**src/rtl/display_hdmi_timing_gen.sv**
```systemverilog
// -----------------------------------------------------------------------------
// display_hdmi_timing_gen
//
// Purpose:
//   Generates 1-pixel/clock HDMI raster timing (Hs/Vs/De) and pulls RGB888
//   pixels from a show-ahead (FWFT) display FIFO during active video. The
//   registered outputs feed the RGB-to-YUV stage directly. A FIFO that runs
//   dry while a pixel is needed is flagged on a sticky underflow status bit,
//   and the raster keeps running; it never stalls.
//
//   Line order is active, front porch, sync, back porch. Frame order is the
//   same, in lines. Once running, a frame always completes: a dropped
//   iEnable is only honoured on the last clock of a frame.
//
// Configuration:
//   DISPLAY_HDMI_COLORBAR_EN - when defined, iPatternSel (sampled on the first
//   clock of each frame and held for that frame) replaces FIFO data with
//   eight vertical colour bars. Pattern frames never pop the FIFO and never
//   flag underflow. When undefined, iPatternSel is ignored and no bar logic
//   exists.
//
// Ports:
//   iHdmiClk     in   pixel clock
//   iRst_n       in   synchronous active-low reset
//   iEnable      in   raster run request
//   iPatternSel  in   1 = colour bars instead of FIFO data (macro builds only)
//   iClrStatus   in   clears oUnderflow (a simultaneous set wins)
//   iv24Pix      in   FIFO head {R,G,B}, valid when iPixEmpty is low
//   iPixEmpty    in   FIFO empty
//   oPixRd       out  FIFO pop, combinational, in the cycle the head is used
//   ov8Red/ov8Green/ov8Blue out  registered pixel, 0 during blanking
//   oRgbVd       out  data enable, active high
//   oRgbVs       out  vsync, active high
//   oRgbHs       out  hsync, active high
//   oFrameStart  out  one-clock pulse alongside the first active pixel
//   oUnderflow   out  sticky FIFO underflow flag
//
//   All registered outputs lag the counter state by one clock and are
//   mutually aligned.
// -----------------------------------------------------------------------------
module display_hdmi_timing_gen #(
    parameter int H_ACTIVE = 1280,
    parameter int H_FP     = 110,
    parameter int H_SYNC   = 40,
    parameter int H_BP     = 220,
    parameter int V_ACTIVE = 720,
    parameter int V_FP     = 5,
    parameter int V_SYNC   = 5,
    parameter int V_BP     = 20,
    parameter int CNT_W    = 12
) (
    input  logic        iHdmiClk,
    input  logic        iRst_n,
    input  logic        iEnable,
    input  logic        iPatternSel,
    input  logic        iClrStatus,
    input  logic [23:0] iv24Pix,
    input  logic        iPixEmpty,
    output logic        oPixRd,
    output logic [7:0]  ov8Red,
    output logic [7:0]  ov8Green,
    output logic [7:0]  ov8Blue,
    output logic        oRgbVd,
    output logic        oRgbVs,
    output logic        oRgbHs,
    output logic        oFrameStart,
    output logic        oUnderflow
);

    localparam int H_TOTAL = H_ACTIVE + H_FP + H_SYNC + H_BP;
    localparam int V_TOTAL = V_ACTIVE + V_FP + V_SYNC + V_BP;

    // Sized boundary constants so every counter compare is width-matched.
    localparam logic [CNT_W-1:0] H_ACT_C   = CNT_W'(H_ACTIVE);
    localparam logic [CNT_W-1:0] H_HS_BEG  = CNT_W'(H_ACTIVE + H_FP);
    localparam logic [CNT_W-1:0] H_HS_END  = CNT_W'(H_ACTIVE + H_FP + H_SYNC);
    localparam logic [CNT_W-1:0] H_LAST    = CNT_W'(H_TOTAL - 1);
    localparam logic [CNT_W-1:0] V_ACT_C   = CNT_W'(V_ACTIVE);
    localparam logic [CNT_W-1:0] V_VS_BEG  = CNT_W'(V_ACTIVE + V_FP);
    localparam logic [CNT_W-1:0] V_VS_END  = CNT_W'(V_ACTIVE + V_FP + V_SYNC);
    localparam logic [CNT_W-1:0] V_LAST    = CNT_W'(V_TOTAL - 1);
    localparam logic [CNT_W-1:0] CNT_ZERO  = {CNT_W{1'b0}};
    localparam logic [CNT_W-1:0] CNT_ONE   = CNT_W'(1);

    typedef enum logic [0:0] {
        ST_IDLE = 1'b0,
        ST_RUN  = 1'b1
    } state_t;

    state_t             state_q, state_d;
    logic [CNT_W-1:0]   h_q, h_d;
    logic [CNT_W-1:0]   v_q, v_d;

    logic               run_s;
    logic               frame_end_s;
    logic               frame_first_s;
    logic               de_s;
    logic               hs_s;
    logic               vs_s;
    logic               pattern_active_s;
    logic [23:0]        bar_pix_s;
    logic               underflow_evt_s;

    logic [23:0]        pix_q, pix_d;
    logic               vd_q, vs_q, hs_q, fs_q;
    logic               underflow_q, underflow_d;

    assign run_s         = (state_q == ST_RUN);
    assign frame_end_s   = (h_q == H_LAST) && (v_q == V_LAST);
    assign frame_first_s = run_s && (h_q == CNT_ZERO) && (v_q == CNT_ZERO);

    assign de_s = run_s && (h_q < H_ACT_C) && (v_q < V_ACT_C);
    assign hs_s = run_s && (h_q >= H_HS_BEG) && (h_q < H_HS_END);
    // vsync depends on the line count only, so it switches on h wrap.
    assign vs_s = run_s && (v_q >= V_VS_BEG) && (v_q < V_VS_END);

`ifdef DISPLAY_HDMI_COLORBAR_EN
    localparam int BAR_W = H_ACTIVE / 8;

    logic pattern_q;

    // Bar colour for a horizontal position; the last bar takes any remainder.
    function automatic logic [23:0] bar_colour(input logic [CNT_W-1:0] h);
        logic [2:0] idx;
        idx = 3'd0;
        for (int k = 1; k < 8; k++) begin
            if (h >= CNT_W'(k * BAR_W)) begin
                idx = 3'(k);
            end
        end
        case (idx)
            3'd0:    bar_colour = 24'hFFFFFF;
            3'd1:    bar_colour = 24'hFFFF00;
            3'd2:    bar_colour = 24'h00FFFF;
            3'd3:    bar_colour = 24'h00FF00;
            3'd4:    bar_colour = 24'hFF00FF;
            3'd5:    bar_colour = 24'hFF0000;
            3'd6:    bar_colour = 24'h0000FF;
            3'd7:    bar_colour = 24'h000000;
            default: bar_colour = 24'h000000;
        endcase
    endfunction

    // The frame's first clock uses the live select so no pixel of a frame
    // ever mixes sources; afterwards the latched value holds.
    assign pattern_active_s = frame_first_s ? iPatternSel : pattern_q;
    assign bar_pix_s        = bar_colour(h_q);

    // Latch the pattern select once per frame.
    always_ff @(posedge iHdmiClk) begin
        if (!iRst_n) begin
            pattern_q <= 1'b0;
        end else if (frame_first_s) begin
            pattern_q <= iPatternSel;
        end else begin
            pattern_q <= pattern_q;
        end
    end
`else
    logic unused_pattern_sel_s;

    assign unused_pattern_sel_s = iPatternSel;
    assign pattern_active_s     = 1'b0;
    assign bar_pix_s            = 24'h000000;
`endif

    // Pop is suppressed during reset so a mid-frame reset cannot drain the FIFO.
    assign oPixRd          = iRst_n && de_s && !iPixEmpty && !pattern_active_s;
    assign underflow_evt_s = de_s && iPixEmpty && !pattern_active_s;

    // Raster FSM next state and counter advance.
    always_comb begin
        state_d = state_q;
        h_d     = h_q;
        v_d     = v_q;
        case (state_q)
            ST_IDLE: begin
                h_d = CNT_ZERO;
                v_d = CNT_ZERO;
                if (iEnable) begin
                    state_d = ST_RUN;
                end else begin
                    state_d = ST_IDLE;
                end
            end
            ST_RUN: begin
                if (h_q == H_LAST) begin
                    h_d = CNT_ZERO;
                    if (v_q == V_LAST) begin
                        v_d = CNT_ZERO;
                    end else begin
                        v_d = v_q + CNT_ONE;
                    end
                end else begin
                    h_d = h_q + CNT_ONE;
                    v_d = v_q;
                end
                // Stop only on the frame's final clock: no partial frames.
                if (frame_end_s && !iEnable) begin
                    state_d = ST_IDLE;
                end else begin
                    state_d = ST_RUN;
                end
            end
            default: begin
                state_d = ST_IDLE;
                h_d     = CNT_ZERO;
                v_d     = CNT_ZERO;
            end
        endcase
    end

    // Pixel source select and sticky underflow next value.
    always_comb begin
        pix_d       = 24'h000000;
        underflow_d = underflow_q;
        if (!de_s) begin
            pix_d = 24'h000000;
        end else if (pattern_active_s) begin
            pix_d = bar_pix_s;
        end else if (!iPixEmpty) begin
            pix_d = iv24Pix;
        end else begin
            pix_d = 24'h000000;
        end

        if (underflow_evt_s) begin
            underflow_d = 1'b1;
        end else if (iClrStatus) begin
            underflow_d = 1'b0;
        end else begin
            underflow_d = underflow_q;
        end
    end

    // FSM state and raster counters.
    always_ff @(posedge iHdmiClk) begin
        if (!iRst_n) begin
            state_q <= ST_IDLE;
            h_q     <= CNT_ZERO;
            v_q     <= CNT_ZERO;
        end else begin
            state_q <= state_d;
            h_q     <= h_d;
            v_q     <= v_d;
        end
    end

    // Output pipeline stage: timing strobes, pixel and status.
    always_ff @(posedge iHdmiClk) begin
        if (!iRst_n) begin
            vd_q        <= 1'b0;
            vs_q        <= 1'b0;
            hs_q        <= 1'b0;
            fs_q        <= 1'b0;
            pix_q       <= 24'h000000;
            underflow_q <= 1'b0;
        end else begin
            vd_q        <= de_s;
            vs_q        <= vs_s;
            hs_q        <= hs_s;
            fs_q        <= frame_first_s && de_s;
            pix_q       <= pix_d;
            underflow_q <= underflow_d;
        end
    end

    assign oRgbVd      = vd_q;
    assign oRgbVs      = vs_q;
    assign oRgbHs      = hs_q;
    assign oFrameStart = fs_q;
    assign ov8Red      = pix_q[23:16];
    assign ov8Green    = pix_q[15:8];
    assign ov8Blue     = pix_q[7:0];
    assign oUnderflow  = underflow_q;

endmodule
```
**config.mk**
```make
export PLATFORM = sky130hd
export DESIGN_NAME = display_hdmi_timing_gen
export DESIGN_NICKNAME = d
export VERILOG_FILES = /design/src/rtl/display_hdmi_timing_gen.sv
export SDC_FILE = /design/constraint.sdc
export NUM_CORES = 1
export LEC_CHECK = 0
export CAP_MARGIN = 0
export CORE_ASPECT_RATIO = 0.8
export CORE_MARGIN = 2
export CORE_UTILIZATION = 51
export CTS_CLUSTER_DIAMETER = 100
export DETAILED_ROUTE_END_ITERATION = 12
export GPL_ROUTABILITY_DRIVEN = 0
export HOLD_SLACK_MARGIN = 0.02
export PLACE_DENSITY = 0.84
export SLEW_MARGIN = 20
export SYNTH_ARGS = -nofsm -noshare
export SYNTH_HDL_FRONTEND = slang
export SYNTH_SLANG_ARGS = --single-unit
```
**constraint.sdc**
```tcl
create_clock -name iHdmiClk -period 3.4 [get_ports iHdmiClk]
set_input_delay 0.68 -clock iHdmiClk [delete_from_list [all_inputs] [get_ports iHdmiClk]]
set_output_delay 0.68 -clock iHdmiClk [all_outputs]
set_load 0.02 [all_outputs]
```
# Word level (Yosys, flattened, before mapping)
# Index checks and enable logic that the tools add are counted.
[word_totals]
reg_bits = 54
in_bits = 30
out_inout_bits = 30
wordCells = 53
[classes]
add_sub_neg = 2
n_lt_le_gt_ge = 6
eq_ne = 3
n_mux = 10
n_bitwise = 3
reduce_logical = 20
[ops]
columns = ["op", "n"]
rows = [
  ["$pmux W12 S2", 2],
  ["$mux W12", 3],
  ["$add A12 B1 Y12 const B", 2],
  ["$logic_not A12 Y1", 2],
  ["$lt A12 B10 Y1 const B", 2],
  ["$lt A12 B11 Y1 const B", 2],
  ["$logic_and A1 B1 Y1", 14],
  ["$eq A12 B10 Y1 const B", 1],
  ["$eq A12 B11 Y1 const B", 1],
  ["$ge A12 B10 Y1 const B", 1],
  ["$ge A12 B11 Y1 const B", 1],
  ["$mux W1", 4],
  ["$not A1 Y1", 3],
  ["$reduce_or A3 Y1", 1],
  ["$logic_not A1 Y1", 2],
  ["$ne A2 B1 Y1 const B", 1],
  ["$pmux W1 S2", 1],
  ["$reduce_bool A2 Y1", 1],
]

# Logic depth before layout (Yosys ltp)
[logic_depth]
ltp_word = 5
ltp_mapped = 7
depth_no_buf = 6

# Worst setup path after synthesis
# Ideal clock, no wire load.
[synth_path]
path_kind = "input -> output"
from = "input iRst_n"
to = "output oPixRd"
t_arrival_ps = 1827
t_required_ps = 2720
setup_slack_ps = 893
cell_stages = 5
n_path_buf = 2
path_cell_list = "and2_1 clkbuf_1 nand4b_1 nor3_2 clkbuf_1"
[synth_between]
elab_chain_cells = 2
[synth_lines]
columns = ["item", "line_no", "text"]
rows = [
  ["start, declared", "53", "input logic iRst_n,"],
  ["$logic_and A1 B1 Y1 (2 in a row)", "168", "assign oPixRd = iRst_n && de_s && !iPixEmpty && !pattern_active_s;"],
  ["end, declared", "59", "output logic oPixRd,"],
]
# Every way passes these cells.

# Final worst setup path
# Same ends and word-level chain as after synthesis.

==> results.sh <==
export IMPL_cts_buffers=5
export IMPL_drv_cap=0
export IMPL_crit_fanout=4
export IMPL_num_antenna_cells=0
export IMPL_port_buffers=58
export IMPL_yosysWarnings=0
export IMPL_cts_setup_buffers=0
export IMPL_p_clk_share_pct=35.8
export IMPL_antenna_found_initial=0
export IMPL_fin_crit_sh_pct=91.0
export IMPL_wire_per_inst_um=15.4
export IMPL_largest_reg_flops=24
export IMPL_grt_overflow=0
export IMPL_drtPass1Iterations=4
export IMPL_synth_edf_count=0
export IMPL_top_register="pix_q"
export IMPL_arrival_ns=2.41
export IMPL_drc=0
export IMPL_max_stage_delay_ns=0.66
export IMPL_drive_gt1_share_pct=6.19
export IMPL_power_leakage_nw=0.996
export IMPL_core_rowCount=21
export IMPL_cts_resized=0
export IMPL_p_comb_share_pct=8.6
export IMPL_seq_power_share_pct=55.6
export IMPL_grt_pass1_wl_um=8670
export IMPL_reg_top3="pix_q (24), h_q (12), v_q (12)"
export IMPL_nFillCells=324
export IMPL_worst_pin_slew_ns=1.00
export IMPL_critPathTopFamily="buffers and inverters"
export IMPL_syn_nets=270
export IMPL_fin_crit_ns=3.09
export IMPL_setup_viol=0
export IMPL_synth_area_per_cell_um2=9.40
export IMPL_synth_seq_area_share_pct=49.4
export IMPL_cp_common_cell="clkdlybuf4s50_1"
export IMPL_grt_pass1_vias=1745
export IMPL_io_pins=60
export IMPL_skew_ns=0.00459
export IMPL_synth_seq_cells=54
export IMPL_die_y_um=62.6
export IMPL_finalHoldViolCount=0
export IMPL_drtIter0Drc=138
export IMPL_start_util_pct=52.7
export IMPL_ys_flop_type="dfxtp_1"
export IMPL_p_sw_share_pct=21.5
export IMPL_cts_path_max_buffers=2
export IMPL_syn_cell_area_um2=2190
export IMPL_cpMaxStageDelayCell="clkdlybuf4s50_1"
export IMPL_min_path_type="reg2reg"
export IMPL_cts_hold_buf=0
export IMPL_worst_path_buf_inv=2
export IMPL_startpoint_type="input pin"
export IMPL_path_cells="clkdlybuf4s50_1 -> and2_1 -> nand4b_1 -> nor3_2 -> clkdlybuf4s50_1"
export IMPL_insertion_delay_ns=0.30
export IMPL_hpwl_um=3970
export IMPL_layout_nets=328
export IMPL_cts_sinks=54
export IMPL_end_kind="output pin"
export IMPL_crit_type="in2out"
export IMPL_vias=1873
export IMPL_fin_setup_tns_ns=0
export IMPL_drv_slew=0
export IMPL_switchingPower_w=0.000251
export IMPL_crit_required_ns=2.72
export IMPL_async_reset_ff_share_pct=0
export IMPL_die_area_um2=4840
export IMPL_area_delta_synth_final_pct=33.7
export IMPL_power_total_w=0.00117
export IMPL_relSlewSlack_pct=33.0
export IMPL_die_w_um=77.3
export IMPL_grt_usage_pct=22.9
export IMPL_tritoncts="yes"
export IMPL_path_clk_slew_ns=0.09
export IMPL_vias_per_cell=5.38
export IMPL_power_density_nw_per_um2=399
export IMPL_root_buffer="clkbuf_8"
export IMPL_cts_htree_levels=2
export IMPL_grt_max_degree=25
export IMPL_synthCells=233
export IMPL_fmax_ghz=0.323
export IMPL_ant_nets=0
export IMPL_synth_cell_types=40
export IMPL_ir_drop_mv=0.277
export IMPL_core_um2=4150
export IMPL_drt_wl_total_um=5370
export IMPL_rsz0062_at_grt="false"
export IMPL_p_int_w=0.000918
export IMPL_status="completed"
cell usage in the layout (no fill, tap or decap), types with 2 or more instances in the layout:
master,instances
or3_1,4
xnor2_1,8
o31ai_1,6
ha_1,7
nand4b_1,2
and2_1,25
clkdlybuf4s50_1,58
or4_1,6
clkbuf_8,5
dfxtp_1,54
xor2_1,3
o21ai_0,4
and3_1,3
nor4_1,4
and4_1,2
buf_4,2
nor2_1,19
a31oi_1,3
nor3_2,2
nor4b_1,2
inv_1,11
a21oi_1,11
nor3_1,3
nand3_1,11
nand4_1,3
nand2_1,16
per-layer routing:
metal | up-vias | global-route usage [%] | share of wire [%]
li1 | 928 | - | -
met1 | 848 | 32.7 | 46
met2 | 89 | 34.0 | 43
met3 | 8 | 6.50 | 9.1
met4 | 0 | 6.47 | 1.3
met5 | - | 0 | 0
worst reg2reg max path: stages, from the launching register on:
cell      delay [ns]
dfxtp_1         0.36
inv_1           0.09
ha_1            0.15
and4bb_2        0.27
a31oi_1         0.34
or4_1           0.58
a221oi_1        0.27
area by class of cell:
type	count	area (µm²)	area share, %
timing repair buffer	60	596	20.3
tap	57	71.3	2.44
clock inverter	2	38.8	1.32
multi-input combinational	159	1030	35.2
sequential	54	1080	36.9
clock buffer	5	68.8	2.35
inverter	11	41.3	1.41
power groups by stage:
stage                     registers [W]  logic (W)  clock network (W)
after floorplan                0.000677  0.0000255                  0
after global placement         0.000664  0.0000987                  0
after detailed placement       0.000665   0.000101                  0
after CTS                      0.000650   0.000101           0.000428
after global routing           0.000651   0.000107           0.000460
final                          0.000650   0.000101           0.000419
through the flow:
step                      util, %  hold WS, ns  std cells  setup WS [ns]  instance area [µm²]
after floorplan                 -        0.445        233          0.893                 2190
after global placement       67.9        0.463        341          0.325                 2820
after detailed placement     67.9        0.477        341          0.291                 2820
after CTS                    70.5        0.492        348          0.284                 2930
after global routing         70.5        0.526        348          0.164                 2930
final                        70.5        0.487        348          0.306                 2930
cells in the mapped netlist, types with 4 or more instances:
master	instances	area share [%]
dfxtp_1	54	49
and2_1	25	7.1
nor2_1	19	3.3
nand2_1	16	2.7
a21oi_1	11	2.5
inv_1	11	1.9
nand3_1	11	2.5
xnor2_1	8	3.2
clkbuf_1	7	1.2
ha_1	7	4.0
o31ai_1	6	2.1
or4_1	6	2.1
nor4_1	4	1.1
o21ai_0	4	0.91
or3_1	4	1.1
worst paths after layout:
check,startpoint,to,slack (ns),cells past startpoint
worst max register to register,h_q[1],v_q[9],1.25,6
worst min register to register,oUnderflow,oUnderflow,0.49,2
worst min-delay path,oUnderflow,oUnderflow,0.49,2
worst max-delay path,iRst_n,oPixRd,0.31,5
kinds of logic (layout without fill, tap and decap cells):
kind of cell,Yosys count,count (layout),synth area share (%)
fa+ha+maj,7,7,4.00
buf+inv,20,78,3.54
xor+xnor,11,11,4.40
simple gates,110,110,29.4
flops,54,54,49.4
compound gates,31,31,9.26
Note: power is estimated with default switching activity, not from simulation.
